===== config.mk =====
export PLATFORM = sky130hd
export DESIGN_NAME = fetch_stage_regs
export DESIGN_NICKNAME = d
export VERILOG_FILES = /design/src/rtl/fetch_stage_regs.sv
export SDC_FILE = /design/constraint.sdc
export NUM_CORES = 1
export LEC_CHECK = 0
export BUFFER_PORTS_ARGS = -buffer_cell sky130_fd_sc_hd__buf_2
export CORE_ASPECT_RATIO = 2
export CORE_UTILIZATION = 25
export CTS_BUF_LIST = sky130_fd_sc_hd__clkbuf_8
export CTS_CLUSTER_DIAMETER = 100
export DETAILED_ROUTE_END_ITERATION = 12
export SLEW_MARGIN = 0
export SYNTH_ARGS = -nofsm -noshare
export SYNTH_HDL_FRONTEND = slang
export SYNTH_SLANG_ARGS = --single-unit

===== constraint.sdc =====
create_clock -name clk -period 5.3 [get_ports clk]
set_input_delay 1.06 -clock clk [delete_from_list [all_inputs] [get_ports clk]]
set_output_delay 1.06 -clock clk [all_outputs]
set_load 0.02 [all_outputs]

===== src/rtl/fetch_stage_regs.sv =====
// Fetch stage: program counter, next-PC selection and the IF/ID pipeline register.
// Optional FETCH_STALL_COUNT_EN adds a saturating Stall_Count output.
module fetch_stage_regs #(
  parameter logic [31:0] RESET_PC   = 32'h0000_0000,
  parameter logic [31:0] EXC_VECTOR = 32'h8000_0004,
  parameter logic [31:0] NOP_INSTR  = 32'h0000_0000
) (
  input  logic        clk,
  input  logic        reset,
  input  logic        PCWrite,
  input  logic        IF_ID_Write,
  input  logic        Jump,
  input  logic [31:0] Jump_Target,
  input  logic        Branch_Taken,
  input  logic [31:0] Branch_Target,
  input  logic        Exception,
  input  logic [31:0] Instr,
  output logic [31:0] PC,
  output logic [31:0] IF_ID_Instr,
  output logic [31:0] IF_ID_PC_Plus4,
  output logic        IF_ID_Valid
`ifdef FETCH_STALL_COUNT_EN
  ,
  output logic [31:0] Stall_Count
`endif
);

  localparam logic [31:0] RESET_PC_W   = {RESET_PC[31:2], 2'b00};
  localparam logic [31:0] EXC_VECTOR_W = {EXC_VECTOR[31:2], 2'b00};

  logic [31:0] pc_q, pc_d;
  logic [31:0] if_id_instr_q, if_id_instr_d;
  logic [31:0] if_id_pc_plus4_q, if_id_pc_plus4_d;
  logic        if_id_valid_q, if_id_valid_d;
  logic [31:0] pc_plus4;
  logic        redirect;

  // Target word-offset bits are deliberately dropped; PC stays word aligned.
  logic unused_tgt_bits;
  assign unused_tgt_bits = ^{Jump_Target[1:0], Branch_Target[1:0]};

  always_comb begin
    redirect = Exception | Branch_Taken | Jump;
    pc_plus4 = pc_q + 32'd4;

    pc_d = pc_q;
    if (Exception)         pc_d = EXC_VECTOR_W;
    else if (Branch_Taken) pc_d = {Branch_Target[31:2], 2'b00};
    else if (Jump)         pc_d = {Jump_Target[31:2], 2'b00};
    else if (PCWrite)      pc_d = pc_plus4;

    if_id_instr_d    = if_id_instr_q;
    if_id_pc_plus4_d = if_id_pc_plus4_q;
    if_id_valid_d    = if_id_valid_q;
    // A flush wins over a held IF/ID; PC+4 is kept since the bubble never uses it.
    if (redirect) begin
      if_id_instr_d = NOP_INSTR;
      if_id_valid_d = 1'b0;
    end else if (IF_ID_Write) begin
      if_id_instr_d    = Instr;
      if_id_pc_plus4_d = pc_plus4;
      if_id_valid_d    = 1'b1;
    end
  end

  always_ff @(posedge clk or negedge reset) begin
    if (!reset) begin
      pc_q             <= RESET_PC_W;
      if_id_instr_q    <= NOP_INSTR;
      if_id_pc_plus4_q <= 32'd0;
      if_id_valid_q    <= 1'b0;
    end else begin
      pc_q             <= pc_d;
      if_id_instr_q    <= if_id_instr_d;
      if_id_pc_plus4_q <= if_id_pc_plus4_d;
      if_id_valid_q    <= if_id_valid_d;
    end
  end

  assign PC             = pc_q;
  assign IF_ID_Instr    = if_id_instr_q;
  assign IF_ID_PC_Plus4 = if_id_pc_plus4_q;
  assign IF_ID_Valid    = if_id_valid_q;

`ifdef FETCH_STALL_COUNT_EN
  logic [31:0] stall_cnt_q, stall_cnt_d;

  always_comb begin
    stall_cnt_d = stall_cnt_q;
    if (!PCWrite && !redirect && (stall_cnt_q != 32'hFFFF_FFFF))
      stall_cnt_d = stall_cnt_q + 32'd1;
  end

  always_ff @(posedge clk or negedge reset) begin
    if (!reset) stall_cnt_q <= 32'd0;
    else        stall_cnt_q <= stall_cnt_d;
  end

  assign Stall_Count = stall_cnt_q;
`endif

endmodule


After elaboration in Yosys (flattened, before gate mapping)
Cells that the tools add are included.

Add/subtract/negate cells: 1. Multiplexer cells: 8. Bitwise operators: 3. Reduce and logical (&&, ||, !) cells: 3.

Operators by type and width (count): $mux W32 (6); $add A32 B3 Y32 const B (1); $reduce_bool A4 Y1 (1); $mux W1 (2); $or A1 B1 Y1 (2); $reduce_and A2 Y1 (1); $reduce_bool A2 Y1 (1); $not A1 Y1 (1).

Bits in registers: 97. Input port bits: 103. Output and inout bits: 97.

Depth between registers and ports, before layout
Gate-level depths: netlist of run 1.

Depth after elaboration: 5. Depth in mapped cells: 7.

Worst setup path before layout of run 1
No wires, ideal clock.

Kind: input-to-reg. From: in Jump. To: reg pc_q[25] (netlist: PC[25]). Library setup time: 0.076 ns. Arrival: 2.288 ns. Required time: 5.224 ns. Slack: 2.935 ns. Stages: 5. Path through: clkbuf_1 nor3_1 a222oi_1 or2_2 o21ai_1.

Longest elaborated chain between the ends: 3.

Ends and longest elaborated chain: start, declared (line 12) `input logic Jump,`; $mux W32 (line 49) `else if (Jump) pc_d = {Jump_Target[31:2], 2'b00};`; $mux W32 (line 48) `else if (Branch_Taken) pc_d = {Branch_Target[31:2], 2'b00};`; $mux W32 (line 47) `if (Exception) pc_d = EXC_VECTOR_W;`; end signal, assigned (line 73) `pc_q <= pc_d;`; end, declared (line 31) `logic [31:0] pc_q, pc_d;`.

Several ways; a longest one is shown, not always the timed one. A chain may end at the register's enable or synchronous reset.

Worst setup path after layout of run 1
From: in Exception. To: reg pc_q[31] (netlist: PC[31]).

Longest elaborated chain between the ends: 1.

Ends and longest elaborated chain: start, declared (line 16) `input logic Exception,`; $reduce_bool A4 Y1 (no source line) / $mux W32 (equally long branches).

Several ways; a longest one is shown, not always the timed one.

==> results of run 1 <==
==> critical path: cells and delay by family <==
kind / cells / cell delay [ns]
compound gates: 1 / 0.07
buf+inv: 1 / 0.31
mux: 1 / 0.20
simple gates: 3 / 1.48
==> per-stage QoR <==
stage / hold WS [ns] / setup WS, ns
3_5_place_dp: 0.465 / 1.98
3_3_place_gp: 0.457 / 2.02
4_1_cts: 0.485 / 2.42
5_1_grt: 0.509 / 2.32
6_report: 0.480 / 2.44
2_1_floorplan: 0.589 / 2.94
==> cell usage in the layout (no fill, tap or decap), drive strengths merged, types with 13 or more instances in the layout <==
cell type / count
o21ai: 40
inv: 13
xnor2: 22
buf: 197
a21oi: 22
dfrtp: 93
mux2i: 35
o22ai: 15
xor2: 18
nand2: 57
nand3: 14
nor2: 52
==> worst max path at each step <==
stage	from	endpoint	slack, ns	cells past startpoint
3_5_place_dp	Jump	PC[31]$_DFFE_PN0P_	1.98	6
3_3_place_gp	Exception	PC[30]$_DFFE_PN0P_	2.02	6
5_1_grt	Exception	PC[30]$_DFFE_PN0P_	2.32	6
4_1_cts	Jump	PC[31]$_DFFE_PN0P_	2.42	6
2_1_floorplan	Jump	PC[25]$_DFFE_PN0P_	2.94	5
6_report	Exception	PC[31]$_DFFE_PN0P_	2.44	6
==> area by class of cell <==
| class | instances | area [um^2] | area share, % |
|---|---|---|---|
| multi-input cells | 377 | 2420 | 38.2 |
| clock buffers | 11 | 151 | 2.39 |
| inverters | 14 | 52.6 | 0.831 |
| clock inverters | 4 | 47.5 | 0.752 |
| repair buffers | 197 | 1000 | 15.9 |
| well taps | 259 | 324 | 5.12 |
| flip-flops and latches | 93 | 2330 | 36.8 |
==> layer usage <==
metal / wire length, um / track usage, % / vias to the layer above / share of wire, %
met1: 6230 / 18.1 / 2145 / 38
met2: 8960 / 29.5 / 155 / 54
met3: 887 / 3.79 / 19 / 5.4
li1: - / - / 2186 / -
met5: 8 / 0 / - / 0.049
met4: 373 / 7.25 / 2 / 2.3
==> power groups by stage <==
stage / clock, mW / combinational [mW] / sequential [mW]
2_1_floorplan: 0 / 0.142 / 0.892
3_3_place_gp: 0 / 0.361 / 0.831
3_5_place_dp: 0 / 0.364 / 0.833
4_1_cts: 0.532 / 0.365 / 0.819
5_1_grt: 0.553 / 0.394 / 0.829
6_report: 0.509 / 0.360 / 0.818
==> cells by family (layout without fill, tap and decap cells) <==
| logic type | count (synthesis) | in the layout | synth area share [%] |
|---|---|---|---|
| flip-flops | 93 | 93 | 47.0 |
| adder cells (fa/ha/maj) | 1 | 1 | 0.252 |
| XOR/XNOR | 40 | 40 | 7.07 |
| AND/OR/NAND/NOR | 175 | 175 | 18.2 |
| buffers and inverters | 53 | 226 | 4.52 |
| multiplexers | 36 | 36 | 7.30 |
| other | 1 | 4 | 0.0757 |
| AO/OA/AOI/OAI | 121 | 121 | 15.6 |
==> sequential cells by signal, summed over array words and instances (netlist names) <==
register	count
PC	30
IF_ID_Instr	32
IF_ID_PC_Plus4	30
IF_ID_Valid	1
==> reports/qor.yml, run 1 <==
power:
  pwr-share-seq_pct: 48.5
  power.density_nw_per_um2: 267
  internal_power_mw: 1.14
  p_switching_mw: 0.550
  ir_drop_v: 0.000101
  total_power_mw: 1.69
  p_sw_share_pct: 32.6
  clkPwrFrac_pct: 30.2
  leakage_nw: 3.07
  combPwrFrac_pct: 21.3
min_path:
  hold_end: "IF_ID_PC_Plus4[29]$_DFFE_PN0P_"
  holdCritStartpoint: "IF_ID_PC_Plus4[29]$_DFFE_PN0P_"
  hold_path.class: "flop to flop"
  hold_path_depth: 2
die:
  core_um2: 19400
  die_height_um: 201
  start_util_pct: 25.6
  die-width_um: 102
  ioPinCount: 200
  die-area_um2: 20400
  core.rowCount: 72
routing:
  wl_um: 16500
  antenna_left: 0
  viasPerCell: 4.72
  drc: 0
  drtPass1Iterations: 6
  vias: 4507
  wire_per_inst_um: 17.2
  drt_iter0_markers: 172
placed_design:
  place_hpwl_um: 12100
  port_buffers: 191
  placed_cells: 940
  gp_congestion: 0.767
  dpl-instance-area_um2: 6130
synth:
  synthTopCellsByCount: "93 x dfrtp_1, 57 x nand2_1, 52 x nor2_1, 35 x mux2i_1, 35 x o21ai_0"
  post-synth-top-count-cell: "dfrtp_1"
  synth.distinct_cells: 61
  ys_async_sr_fraction_pct: 100
  synth_top_area_share_pct: 47.0
  syn_area_um2: 4950
  yosys-top-cells-area: "dfrtp_1 47%, mux2i_1 7.1%, nand2_1 4.3%"
  synth_cells: 520
  yosys_warnings: 0
  synthFlopType: "dfrtp_1"
  ys_ff_latch: 93
  yosysSeqAreaShare_pct: 47.0
  synth.avg_cell_area_um2: 9.53
  synth_enable_flop_cells: 0
  yosysTopAreaCell: "dfrtp_1"
critical_path:
  ff2ff_path_depth: 5
  r2r-end: "PC[19]$_DFFE_PN0P_"
  arrival_ns: 3.12
  rr_startpoint: "PC[2]$_DFFE_PN0P_"
  cpMaxStageDelayCell: "or3_2"
  crit_path_max_incr_delay_ns: 0.88
  rrSetupSlack_ns: 2.84
  crit_top_cell: "nor2_1"
  crit_path_end_kind: "flop"
  cp-start-kind: "input pin"
  critical_path_class: "input pin to flop"
  critical_path.cell_chain: "buf_2 > or3_2 > nor2_1 > nor2_1 > mux2i_1 > o31ai_2"
  worstPathRequired_ns: 5.57
  path_max_fanout: 43
job:
  cap_violations: 0
cts:
  cts_root_buffer: "clkbuf_8"
  hold_buffers: 0
  cts_tree: "built"
  clk_pin_slew_ns: 0.09
  htree_levels: 3
  cts.sinks: 93
  ctsResizeCount: 0
  post_cts_buffers: 0
  clk_latency_ns: 0.40
  cts_buffer_depth: 2
  cts_made_buffers: 9
timing:
  fin_skew_ns: 0.0182
  fmax_ghz: 0.350
  grt_setup_unrepaired: "false"
  maxSlewViolCount: 0
  tns_ns: 0
  setup-violations-final: 0
  tightestPinTransition_ns: 1.11
  hold_violations: 0
  fin_crit_ns: 2.86
  slew_headroom_pct: 25.4
  min_period_over_period_pct: 53.9
finish:
  fin_area_um2: 6320
  drive_gt1_share_pct: 33.2
  syn_to_final_growth_pct: 27.7
  diodes: 0
  nNetsFinal: 796
  fillCellCount: 2069
  fin_util_pct: 32.7
  final_cells: 955
global_route:
  grt_pass1_vias: 4343
  grt_start_max_net_pins: 60
  antenna_found_initial: 2
  grt_first_pass_wirelength_um: 25000
  track_usage_pct: 16.5
  overflow: 0
outcome:
  outcome: "finished, final reports clean"
Power figures use the tool's default switching activity.
==> run 2: changes to the inputs <==
Clock period 5.3 ns to 2.5 ns, I/O delays scaled along.
==> reports/qor.yml, run 2 (synthesized netlist as in run 1, its figures left out) <==
finish:
  largest_register_ff_count: 32
  fin_util_pct: 33.7
  final_cells: 976
  final_cell_mix: "190 x buf_2, 93 x dfrtp_1, 56 x nand2_1"
  fin_area_um2: 6520
  syn_to_final_growth_pct: 31.6
  nNetsFinal: 817
  drive_gt1_share_pct: 35.1
  final_common_cell: "buf_2"
cts:
  cts_buffer_depth: 2
  clk_latency_ns: 0.38
  clk_pin_slew_ns: 0.10
  htree_levels: 3
  cts_root_buffer: "clkbuf_8"
  cts.sinks: 93
  ctsResizeCount: 0
  hold_buffers: 0
  cts_tree: "built"
  post_cts_buffers: 0
  cts_made_buffers: 9
placed_design:
  placed_cells: 961
  port_buffers: 191
  gp_congestion: 0.798
  dpl-instance-area_um2: 6310
  place_hpwl_um: 12700
  pre_cts_ws_ns: 0.354
die:
  start_util_pct: 25.6
  core.rowCount: 72
  die-width_um: 102
  core_um2: 19400
  die-area_um2: 20400
  ioPinCount: 200
  die_height_um: 201
critical_path:
  critical_path_class: "flop to flop"
  path_max_fanout: 6
  arrival_ns: 2.45
  crit_path_end_kind: "flop"
  worstPathRequired_ns: 2.77
  cp-start-kind: "flop"
global_route:
  overflow: 0
  grt_start_max_net_pins: 47
  grt_pass1_vias: 4465
  track_usage_pct: 16.3
  antenna_found_initial: 1
  grt_first_pass_wirelength_um: 24700
outcome:
  outcome: "finished, final reports clean"
timing:
  setup-violations-final: 0
  hold_violations: 0
  fmax_ghz: 0.459
  min_period_over_period_pct: 87.1
  fin_crit_ns: 2.18
  maxSlewViolCount: 0
  tns_ns: 0
  fin_skew_ns: 0.0205
  tightestPinTransition_ns: 0.659
  timing.hold.ws_ns: 0.0426
  slew_headroom_pct: 56.1
  setup_ws_ns: 0.322
  grt_setup_unrepaired: "false"
routing:
  vias: 4575
  viasPerCell: 4.69
  wl_um: 16300
  drtPass1Iterations: 4
  drt_iter0_markers: 217
  wire_per_inst_um: 16.7
  drc: 0
  antenna_left: 0
power:
  ir_drop_v: 0.000228
  leakage_nw: 3.19
  total_power_mw: 3.65
  power.density_nw_per_um2: 560
min_path:
  hold_path.class: "input pin to asynchronous set/reset pin"
job:
  cap_violations: 0
run 2: metal layers:
| metal | global-route usage, % | vias up | part of all wire, % |
|---|---|---|---|
| li1 | - | 2221 | - |
| met4 | 11.3 | 0 | 5.2 |
| met3 | 2.08 | 40 | 4.4 |
| met5 | 0 | - | 0 |
| met2 | 29.0 | 175 | 53 |
| met1 | 17.2 | 2139 | 37 |
run 2: power breakdown:
part           total [mW]  switching [mW]  internal [mW]
Clock                1.13           0.545          0.580
Sequential           1.72           0.101           1.62
Combinational       0.804           0.500          0.304
Total                3.65            1.15           2.50
run 2: critical path, cell delays in order (launching register included):
cell     delay (ns)
dfrtp_1        0.50
ha_1           0.24
nand3_1        0.17
or4_4          0.59
nor3_2         0.23
a21oi_1        0.10
a211o_1        0.23
run 2: final timing paths:
kind / startpoint / endpoint / slack [ns] / cells past startpoint
worst max-delay path: PC[2]$_DFFE_PN0P_ / PC[30]$_DFFE_PN0P_ / 0.32 / 6
worst min-delay path: reset / PC[4]$_DFFE_PN0P_ / 0.04 / 1
worst max register to register: PC[2]$_DFFE_PN0P_ / PC[30]$_DFFE_PN0P_ / 0.32 / 6
worst min register to register: IF_ID_PC_Plus4[15]$_DFFE_PN0P_ / IF_ID_PC_Plus4[15]$_DFFE_PN0P_ / 0.47 / 2
max in group asynchronous: reset / IF_ID_PC_Plus4[19]$_DFFE_PN0P_ / 1.78 / 2
min in group clk: Branch_Target[2] / PC[2]$_DFFE_PN0P_ / 0.34 / 3
run 2: area by class of cell:
type | instances | area [um^2]
clock buffer | 10 | 138
fill | 2037 | 12800
inverter | 14 | 52.6
sequential | 93 | 2330
timing repair buffer | 218 | 1190
multi-input combinational | 377 | 2420
antenna | 1 | 2.50
clock inverter | 4 | 73.8
tap | 259 | 324
==> run 3: changes to the inputs <==
Settings changed: BUFFER_PORTS_ARGS -buffer_cell sky130_fd_sc_hd__buf_2 to -buffer_cell sky130_fd_sc_hd__buf_4.
==> reports/qor.yml, run 3 (synthesized netlist as in run 1, its figures left out) <==
finish:
  nNetsFinal: 810
  fillCellCount: 2060
  largest_register_ff_count: 32
  syn_to_final_growth_pct: 40.2
  ff_latch_area_um2: 2330
  drive_gt1_share_pct: 34.5
  final_common_cell: "buf_4"
  final_cell_mix: "210 x buf_4, 93 x dfrtp_1, 56 x nand2_1"
  multiInputGateArea_um2: 2420
global_route:
  antenna_found_initial: 1
  grt_pass1_vias: 4558
  track_usage_pct: 17.0
  overflow: 0
  grt_first_pass_wirelength_um: 25600
  grt_start_max_net_pins: 62
routing:
  wire_per_inst_um: 17.3
  wl_um: 16800
  viasPerCell: 4.74
  antenna_left: 0
  drt_iter0_markers: 217
  vias: 4607
  drc: 0
  drtPass1Iterations: 4
cts:
  ctsResizeCount: 0
  cts_root_buffer: "clkbuf_8"
  cts_tree: "built"
  clk_pin_slew_ns: 0.10
  hold_buffers: 0
  cts_buffer_depth: 2
  htree_levels: 3
  clk_latency_ns: 0.38
  cts.sinks: 93
  cts_made_buffers: 9
  post_cts_buffers: 0
timing:
  slew_headroom_pct: 56.5
  grt_setup_unrepaired: "false"
  tightestPinTransition_ns: 0.653
  hold_violations: 0
  min_period_over_period_pct: 86.5
  tns_ns: 0
  fin_skew_ns: 0.0182
  fin_crit_ns: 2.16
  maxSlewViolCount: 0
  setup-violations-final: 0
  fmax_ghz: 0.462
critical_path:
  crit_path_end_kind: "flop"
  arrival_ns: 2.45
  path_max_fanout: 6
  critical_path_class: "flop to flop"
  worstPathRequired_ns: 2.78
  cp-start-kind: "flop"
power:
  leakage_nw: 3.26
  total_power_mw: 3.80
  ir_drop_v: 0.000276
  power.density_nw_per_um2: 548
placed_design:
  place_hpwl_um: 12700
  port_buffers: 191
  gp_congestion: 0.777
die:
  die_height_um: 201
  core.rowCount: 72
  start_util_pct: 25.6
  core_um2: 19400
  die-width_um: 102
  die-area_um2: 20400
  ioPinCount: 200
min_path:
  hold_path.class: "input pin to asynchronous set/reset pin"
job:
  cap_violations: 0
outcome:
  outcome: "finished, final reports clean"
## run 3: worst paths after layout
path | from | to | slack, ns | depth (start not counted)
min in group clk | Branch_Target[2] | PC[2]$_DFFE_PN0P_ | 0.34 | 3
max | PC[2]$_DFFE_PN0P_ | PC[30]$_DFFE_PN0P_ | 0.34 | 6
min | reset | IF_ID_PC_Plus4[4]$_DFFE_PN0P_ | 0.05 | 1
max in group asynchronous | reset | IF_ID_PC_Plus4[20]$_DFFE_PN0P_ | 1.74 | 2
max reg2reg | PC[2]$_DFFE_PN0P_ | PC[30]$_DFFE_PN0P_ | 0.34 | 6
min reg2reg | IF_ID_PC_Plus4[19]$_DFFE_PN0P_ | IF_ID_PC_Plus4[19]$_DFFE_PN0P_ | 0.49 | 2
## run 3: stage by stage
step / utilization, % / setup WS [ns] / std cells / instance area [um^2] / hold WS [ns]
after floorplan: - / 0.410 / 523 / 4970 / 0.204
after global placement: 34.7 / 0.357 / 954 / 6720 / 0.464
after detailed placement: 34.7 / 0.331 / 954 / 6720 / 0.472
after CTS: 35.9 / 0.312 / 970 / 6940 / 0.0518
after global routing: 35.9 / 0.227 / 971 / 6950 / 0.0665
final: 35.9 / 0.337 / 971 / 6950 / 0.0518
## run 3: layer usage
metal / track usage [%] / share of wire (%)
met3: 2.29 / 4.5
met4: 10.1 / 4.2
met5: 0 / 0
met1: 18.6 / 37
met2: 30.1 / 54
## run 3: power breakdown
group          switching [mW]  total, mW  internal, mW
registers               0.111       1.73          1.62
clock network           0.560       1.17         0.612
logic                   0.498      0.901         0.404
## run 3: final cells by class
cell class	count	area share [%]
Antenna cell	1	0.0360
Multi-Input combinational cell	377	34.8
Inverter	14	0.756
Clock inverter	5	1.06
Tap cell	259	4.66
Clock buffer	11	2.18
Timing Repair Buffer	211	23.0
Sequential cell	93	33.5
## run 3: worst max-delay path: stages (launching register included)
cell     delay (ns)
dfrtp_1        0.49
ha_1           0.25
nand3_1        0.18
or4_4          0.60
nor3_2         0.22
a21oi_1        0.10
a211o_1        0.23
